## src/rtl/regfile_dbg.sv

```systemverilog
// Debug port for a 32 x 32-bit register file: dumps a range of registers out as a stream,
// or loads a range from an input stream through the register file's write port.
//
// state  | meaning
// IDLE   | waiting for a command, cmd_ready high
// RD_CAP | register-file read data valid this edge; capture it into the output word
// RD_OUT | output word presented, waiting for out_ready
// LOAD   | accepting load words, one write per ld handshake
// DONE   | one-cycle completion pulse
module regfile_dbg (
   input  logic        clk,
   input  logic        rst,
   input  logic        cmd_valid_i,
   output logic        cmd_ready_o,
   input  logic        cmd_op_i,
   input  logic [4:0]  cmd_first_i,
   input  logic [5:0]  cmd_count_i,
   output logic        out_valid_o,
   input  logic        out_ready_i,
   output logic [31:0] out_data_o,
   output logic [4:0]  out_idx_o,
   input  logic        ld_valid_i,
   output logic        ld_ready_o,
   input  logic [31:0] ld_data_i,
   output logic [4:0]  rf_raddr_o,
   input  logic [31:0] rf_rdata_i,
   output logic        rf_wE_o,
   output logic [4:0]  rf_wR_o,
   output logic [31:0] rf_wD_o,
   output logic        busy_o,
   output logic        done_o
);

   typedef enum logic [2:0] {
      S_IDLE, S_RD_CAP, S_RD_OUT, S_LOAD, S_DONE
   } state_t;

   state_t      state_q;
   logic        cmd_ready_q;
   logic        out_valid_q;
   logic [31:0] out_data_q;
   logic [4:0]  out_idx_q;
   logic        ld_ready_q;
   logic [4:0]  rf_raddr_q;
   logic        rf_we_q;
   logic [4:0]  rf_wr_q;
   logic [31:0] rf_wd_q;
   logic        busy_q;
   logic        done_q;
   logic [4:0]  idx_q;
   logic [5:0]  rem_q;
   logic [5:0]  rem_init;

   // The file only has 32 entries, so larger counts saturate.
   assign rem_init = (cmd_count_i > 6'd32) ? 6'd32 : cmd_count_i;

   // The operation is held by the state itself: dumps stay in RD_*, loads in LOAD.
   always_ff @(posedge clk) begin
      if (rst) begin
         state_q     <= S_IDLE;
         cmd_ready_q <= 1'b1;
         out_valid_q <= 1'b0;
         out_data_q  <= '0;
         out_idx_q   <= '0;
         ld_ready_q  <= 1'b0;
         rf_raddr_q  <= '0;
         rf_we_q     <= 1'b0;
         rf_wr_q     <= '0;
         rf_wd_q     <= '0;
         busy_q      <= 1'b0;
         done_q      <= 1'b0;
         idx_q       <= '0;
         rem_q       <= '0;
      end else begin
         rf_we_q <= 1'b0;
         done_q  <= 1'b0;
         case (state_q)
            S_IDLE: begin
               if (cmd_valid_i && cmd_ready_q) begin
                  idx_q       <= cmd_first_i;
                  rf_raddr_q  <= cmd_first_i;
                  rem_q       <= rem_init;
                  busy_q      <= 1'b1;
                  cmd_ready_q <= 1'b0;
                  if (cmd_count_i == 6'd0) begin
                     state_q <= S_DONE;
                     done_q  <= 1'b1;
                  end else if (cmd_op_i) begin
                     state_q    <= S_LOAD;
                     ld_ready_q <= 1'b1;
                  end else begin
                     state_q <= S_RD_CAP;
                  end
               end
            end
            S_RD_CAP: begin
               out_data_q  <= rf_rdata_i;
               out_idx_q   <= idx_q;
               out_valid_q <= 1'b1;
               state_q     <= S_RD_OUT;
            end
            S_RD_OUT: begin
               if (out_ready_i) begin
                  out_valid_q <= 1'b0;
                  idx_q       <= idx_q + 5'd1;
                  rf_raddr_q  <= idx_q + 5'd1;
                  rem_q       <= rem_q - 6'd1;
                  if (rem_q == 6'd1) begin
                     state_q <= S_DONE;
                     done_q  <= 1'b1;
                  end else begin
                     state_q <= S_RD_CAP;
                  end
               end
            end
            S_LOAD: begin
               if (ld_valid_i) begin
                  // Register 0 is hardwired to zero: consume the word, suppress the write.
                  rf_we_q <= (idx_q != 5'd0);
                  rf_wr_q <= idx_q;
                  rf_wd_q <= ld_data_i;
                  idx_q   <= idx_q + 5'd1;
                  rem_q   <= rem_q - 6'd1;
                  if (rem_q == 6'd1) begin
                     state_q    <= S_DONE;
                     done_q     <= 1'b1;
                     ld_ready_q <= 1'b0;
                  end
               end
            end
            S_DONE: begin
               state_q     <= S_IDLE;
               busy_q      <= 1'b0;
               cmd_ready_q <= 1'b1;
            end
            default: begin
               state_q     <= S_IDLE;
               busy_q      <= 1'b0;
               cmd_ready_q <= 1'b1;
               out_valid_q <= 1'b0;
               ld_ready_q  <= 1'b0;
            end
         endcase
      end
   end

   assign cmd_ready_o = cmd_ready_q;
   assign out_valid_o = out_valid_q;
   assign out_data_o  = out_data_q;
   assign out_idx_o   = out_idx_q;
   assign ld_ready_o  = ld_ready_q;
   assign rf_raddr_o  = rf_raddr_q;
   assign rf_wE_o     = rf_we_q;
   assign rf_wR_o     = rf_wr_q;
   assign rf_wD_o     = rf_wd_q;
   assign busy_o      = busy_q;
   assign done_o      = done_q;

endmodule

```

## config.mk

```make
export PLATFORM = sky130hd
export DESIGN_NAME = regfile_dbg
export DESIGN_NICKNAME = d
export VERILOG_FILES = /design/src/rtl/regfile_dbg.sv
export SDC_FILE = /design/constraint.sdc
export NUM_CORES = 1
export LEC_CHECK = 0
export CAP_MARGIN = 0
export CORE_MARGIN = 1
export CORE_UTILIZATION = 46
export DETAILED_ROUTE_END_ITERATION = 6
export HOLD_SLACK_MARGIN = 0.05
export PLACE_DENSITY = 0.85
export REMOVE_ABC_BUFFERS = 1
export SYNTH_ARGS = -nofsm -noshare
export SYNTH_HDL_FRONTEND = slang
export SYNTH_SLANG_ARGS = --single-unit
```

## constraint.sdc

```tcl
create_clock -name clk -period 3.32 [get_ports clk]
set_input_delay 0.664 -clock clk [delete_from_list [all_inputs] [get_ports clk]]
set_output_delay 0.664 -clock clk [all_outputs]
set_load 0.05 [all_outputs]
```

==> run metrics, run 1 <==
status finished clean; CTS tree done; layout cells sized above 1 just over 5%; final core utilization 70.8%; CTS Root Cell clkbuf_8; wire per inst 14.5 µm; final hold vios 0; Post-Syn Area per Cell around 8 µm²; # IOs 166; RSZ-0062 raised after global routing false; Peak Freq 448 MHz; cts hold-fix bufs 0; r2r setup slk roughly 1.1 ns; worst hold slack around 0.46 ns; peak supply drop 0.000280 V; Rows 33; GRT Util Overall between 20% and 30%; die boundary width ~96 µm; setup violators final 0; DRC viols 0; register area share after synthesis between 40 and 50%; post-synthesis simple-gate area fraction between 20% and 30%; dpl hpwl roughly 7900 µm; Hold Crit Class register to register; Main synth FF type dfxtp_1; Critical path origin cmd_count_i[5]; TNS Setup 0 ns; Final Max Tran Viols 0; reg2reg end idx_q[0]; Skew-Pair Late Insertion Delay roughly 0.36 ns; Hold Path Stages 2; vias in the first global route 3838; Area Growth Syn to Fin 46.4%; routed wire length roughly 11000 µm; pin count of the biggest net entering global routing 70; CTS Buf Count 9; Core ar. 8380 µm²; Placed Cells roughly 750; CP Data Arrival Time 2.50 ns; Post-synth EDFFs 0; H-tree Lvls 3; Resized cells post-CTS 0; Die Area just over 9000 µm²; vias post-DR roughly 4000; kind of critical path input port to register; worst-margin pin slew around 0.70 ns; # diodes 0; Clock Tree Buf Depth 2; top-area cell type share of the netlist area 48.9%; Synth area leader dfxtp_1; LEAKAGE between 2 and 2.5 nW; clock skew roughly 0.0097 ns; die height 95.9 µm; Worst EP required around 3.6 ns; Initial Util between 40% and 50%; Post-synth ARST share 0%; Reg2Reg Depth 4; port buffer count between 150 and 200; Post-Synth Adder-Cell Area 1.23%; Final Wtd Congestion between 0.9 and 1; critical path endpoint done_o; gr ovfl total 0; placed cell areas between 5000 and 6000 µm²; Ys Warns 0; flops & latches, synth 99; fin area 5930 µm²; element type at the critical path end register; first-pass GRT wire length approximately 17000 µm; Post-Layout Cell Count ~760; clock slew at reported path FFs 0.10 ns; largest family of logic cells by synthesized area simple AND/OR/NAND/NOR gates; relative slew slack a little over half; Starting DRT DRC Count approximately 220; Synth area leaders dfxtp_1 49%, nand2_1 15%, a21oi_1 11%; router iterations before antenna repair 5; # clock sinks 99; pwr dens 498 nW/µm²; Synth cell types a little over 50; XOR/XNOR share of the synthesized area less than 1%; Cells after Synth around 500; total of max-cap violations 0; post-route ant nets 0; compound-gate portion of the synthesized area 20.6%; synthesized cell area a little over 4000 µm²; vias per inst between 5 and 6; NumNets Final ~740; fraction of synthesized area in multiplexers less than 1%; Startpoint Class input port; crit path max fanout 5; crit share post-route around two thirds; # Post-CTS Setup Buffers 0; fin crit period approximately 2.2 ns; worst r2r src state_q[0]; initial antenna violation count 0
==> cells in the mapped netlist, drive strengths merged, types with 3 or more instances <==
cell / count
ha: 4
nor2: 15
clkbuf: 26
nand3: 4
o211ai: 3
nor3: 6
dfxtp: 99
nand2: 167
o31ai: 3
a21oi: 89
a31oi: 3
nor3b: 4
a211oi: 9
nor4: 4
a311oi: 4
buf: 11
o21a: 3
inv: 12
o21ai: 9
==> layout by cell type, fill, tap and decap left out, types with 2 or more instances in the layout <==
cell type        Yosys  layout
a2111oi_4            2       2
nor2b_1              2       2
clkbuf_8             0       9
o21a_1               3       3
clkinv_4             0       2
clkdlybuf4s50_1      0     164
nor4_1               2       2
clkinvlp_4           0       2
inv_1               12      12
xnor2_1              2       2
dfxtp_1             99      99
a211o_1              2       2
a211oi_1             8       8
inv_8                0       2
a31oi_1              3       3
o211ai_1             3       3
buf_4                0       7
nand2_1            166     166
a21oi_1             89      89
nand2b_1             2       2
xor2_1               2       2
o21ai_0              8       8
mux2i_1              2       2
o2111ai_1            2       2
o311ai_1             2       2
nor4_4               2       2
o31ai_1              3       3
nor3b_1              4       4
ha_1                 4       4
a311oi_1             4       4
nor3_1               5       5
nor2_1              14      14
nand3_1              4       4
==> worst min path at each step <==
stage	startpoint	end	slack [ns]
3_5_place_dp	out_idx_o[4]	out_idx_o[4]	0.45
4_1_cts	out_idx_o[4]	out_idx_o[4]	0.46
6_report	rf_wD_o[16]	rf_wD_o[16]	0.46
2_1_floorplan	idx_q[4]	out_idx_o[4]	0.47
3_3_place_gp	rf_wD_o[3]	rf_wD_o[3]	0.44
5_1_grt	rf_wD_o[25]	rf_wD_o[25]	0.48
==> critical path, stage by stage <==
cell and delay, ns:
clkdlybuf4s50_1 0.52, nor4_4 0.30, nand2_2 0.13, or4_4 0.53
a2111oi_4 0.35
==> final cells by class <==
type / count / area (µm²)
inverter: 12 / 45.0
clock inverter: 7 / 85.1
sequential: 99 / 1980
fill: 689 / 2450
clock buffer: 9 / 124
tap: 105 / 131
timing repair buffer: 171 / 1690
multi-input combinational: 360 / 1870
==> per-layer routing <==
layer | GRT usage (%) | routed length, µm
met1 | 27.2 | 4290
met2 | 41.8 | 5440
met3 | 8.53 | 1160
met4 | 9.33 | 194
met5 | 0 | 0
==> flip-flops by register name, indices dropped and copies added (netlist names), 3 cells and up <==
| signal | cells |
|---|---|
| idx_q | 5 |
| out_data_o | 32 |
| rem_q | 6 |
| state_q | 3 |
| rf_wD_o | 32 |
| rf_raddr_o | 5 |
| rf_wR_o | 5 |
| out_idx_o | 5 |
==> power by group <==
part	internal [mW]	switching [mW]
logic	0.313	0.487
registers	1.27	0.0840
clock network	0.361	0.439
==> cell families (layout without fill, tap and decap cells) <==
| group | count (synthesis) | count (layout) |
|---|---|---|
| compound gates | 136 | 136 |
| xor+xnor | 4 | 4 |
| fa+ha+maj | 4 | 4 |
| buf+inv | 49 | 199 |
| flops | 99 | 99 |
| mux | 3 | 3 |
| simple gates | 213 | 213 |
==> per-stage QoR <==
step | total power, mW | worst slack, ns
2_1_floorplan | 1.84 | 1.15
3_3_place_gp | 2.15 | 0.762
3_5_place_dp | 2.18 | 0.721
4_1_cts | 2.98 | 1.09
5_1_grt | 3.10 | 0.993
6_report | 2.96 | 1.09
Power figures use the tool's default switching activity.
==> run 2: changes to the inputs <==
--- a/config.mk
+++ b/config.mk
@@ -7,10 +7,10 @@
 export LEC_CHECK = 0
 export CAP_MARGIN = 0
 export CORE_MARGIN = 1
-export CORE_UTILIZATION = 46
+export CORE_UTILIZATION = 39
 export DETAILED_ROUTE_END_ITERATION = 6
 export HOLD_SLACK_MARGIN = 0.05
-export PLACE_DENSITY = 0.85
+export PLACE_DENSITY = 0.77
 export REMOVE_ABC_BUFFERS = 1
 export SYNTH_ARGS = -nofsm -noshare
 export SYNTH_HDL_FRONTEND = slang
==> constraint.sdc (replaced) <==
create_clock -name clk -period 1.9 [get_ports clk]
set_input_delay 0.38 -clock clk [delete_from_list [all_inputs] [get_ports clk]]
set_output_delay 0.38 -clock clk [all_outputs]
set_load 0.05 [all_outputs]
==> run metrics, run 2 (synthesis gave the netlist of run 1 again) <==
M2 GR Usage 35.6% (-6.2 points); CTS tree done; slowest stage cell, crit path or4_4; pin count of the biggest net entering global routing 39 (-44%); Peak Freq roughly 550 MHz; clock skew 0.0176 ns (+0.00794 ns); router iterations before antenna repair 5 (unchanged); routed wire length 11400 µm (+2.4%); met3 Use GR 4.76% (-3.8 points); vias in the first global route 3826 (-0.31%); LEAKAGE 2.62 nW (+28%); most frequent cells in the layout 166 x nand2_1, 99 x dfxtp_1, 89 x a21oi_1; first-pass GRT wire length 18700 µm (+6.9%); Skew-Pair Late Insertion Delay 0.37 ns (about the same); Final Wtd Congestion 0.876 (-3.3%); part of the power in registers 45.7% (about the same); final hold vios 0 (unchanged); Clock Tree Buf Depth 2 (unchanged); vias per inst 5.06 (-5.7%); # clock sinks 99 (unchanged); status finished clean; # IOs 166 (unchanged); kind of critical path input port to register; element type at the critical path end register; Critical Path, Cell by Cell clkdlybuf4s50_1 -> nor4_4 -> nand2_2 -> or4_4 -> a2111oi_4; Area Growth Syn to Fin 49.3%; H-tree Lvls 3 (unchanged); crit path max fanout 2 (-3); wire per inst 14.0 µm (-3.4%); min setup slack post-route 0.0821 ns (-1.01 ns); overall power 5.15 mW (+74%); CTS Buf Count 9 (unchanged); fin crit period between 1.5 and 2 ns; pwr dens 852 nW/µm² (+71%); Final Max Tran Viols 0 (unchanged); post-route ant nets 0 (unchanged); grt met1 use 25.8% (-1.4 points); layout cells sized above 1 10.7% (+5.5 points); RSZ-0062 raised after global routing false; Top Usage Layer GRT met2; relative slew slack 63.5% (+10 points); # diodes 0 (unchanged); P_int 3.41 mW (+75%); pre-CTS WS -0.343 ns (-1.06 ns); Hold Crit Class register to register; Clock power frac 26.1% (-1.0 points); sw frac 33.8% (-0.35 points); die height 104 µm (+8.4%); CTS Root Cell clkbuf_8; most common cell after layout, fill and taps aside nand2_1; port buffer count 165 (unchanged); CP Data Arrival Time 2.10 ns (-0.40 ns); Starting DRT DRC Count 255 (+14%); # Post-CTS Setup Buffers 0 (unchanged); Rows 36 (+9.1%); Crit path largest cell delay 0.52 ns (about the same); setup violators final 0 (unchanged); NumNets Final 756 (+2.4%); initial antenna violation count 0 (unchanged); final core utilization 61.0% (-9.8 points); DRC viols 0 (unchanged); gr ovfl total 0 (unchanged); GRT Util Overall 21.2% (-3.0 points); total of max-cap violations 0 (unchanged); peak supply drop 0.000368 V (+32%); dpl hpwl 8120 µm (+2.7%); vias post-DR 4097 (-0.024%); die boundary width 104 µm (+8.4%); worst-margin pin slew 0.548 ns (-0.151 ns); Core ar. 9910 µm² (+18%); Sw Pwr 1.74 mW (+73%); Logic pwr share 28.2% (+1.1 points); Worst EP required 2.18 ns (-1.41 ns); Startpoint Class input port; Die Area 10800 µm² (+18%); crit share post-route 95.7%; Initial Util 40.9% (-7.5 points); clock slew at reported path FFs 0.10 ns (about the same)
run 2: changes by cell type in the layout (fill, tap and decap cells not counted), sizes merged:
cell	before	now
clkdlybuf4s50	164	77
dlygate4sd2	0	56
buf	7	46
inv	14	13
dlymetal6s2s	0	10
clkbuf	9	10
run 2: through the flow:
stage / instance area, µm² / TNS (ns) / hold slack (ns) / cells
finish: 6050 / 0 / 0.455 / 809
global route: 6050 / 0 / 0.477 / 809
CTS: 6020 / 0 / 0.457 / 809
detailed placement: 5900 / -1.56 / 0.446 / 793
global placement: 5900 / -1.26 / 0.441 / 793
floorplan: 3900 / -15.91 / 0.449 / 471
run 2: repair_timing:
action,4_1_cts,5_1_grt
cloned,0,0
resized for setup,56,10
pin swaps,0,1
hold buffers,0,0
setup endpoints to repair,56,10
hold endpoints to repair,0,0
run 2: power by group through the flow:
stage	registers (mW)	clock network [mW]	logic, mW
after floorplan	2.71	0	0.508
after global placement	2.39	0	1.46
after detailed placement	2.40	0	1.48
after CTS	2.35	1.39	1.45
after global routing	2.38	1.48	1.55
final	2.35	1.35	1.45
run 2: worst max-delay path: cells and delay by family:
kind	cells	cell delay (ns)
buffers and inverters	1	0.46
AOI/OAI and AO/OA	1	0.35
and+or+nand+nor	3	0.90
run 2: worst paths after layout:
path | startpoint | endpoint | slack (ns) | cells after the start
max | cmd_count_i[5] | state_q[2] | 0.08 | 5
min | out_data_o[14] | out_data_o[14] | 0.46 | 2
max reg2reg | state_q[1] | idx_q[0] | 0.16 | 5
min reg2reg | out_data_o[14] | out_data_o[14] | 0.46 | 2
run 2: area by class of cell:
| type | instances | area [µm²] |
|---|---|---|
| Timing Repair Buffer | 189 | 1790 |
| Tap cell | 133 | 166 |
| Multi-Input combinational cell | 360 | 1870 |
| Fill cell | 901 | 3860 |
| Clock buffer | 10 | 128 |
| Sequential cell | 99 | 1980 |
| Clock inverter | 6 | 63.8 |
| Inverter | 12 | 45.0 |
run 2: per-layer routing:
metal,wire [µm],vias to the layer above
li1,-,2040
met1,4940,1879
met2,5530,156
met3,679,22
met4,206,0
met5,0,-
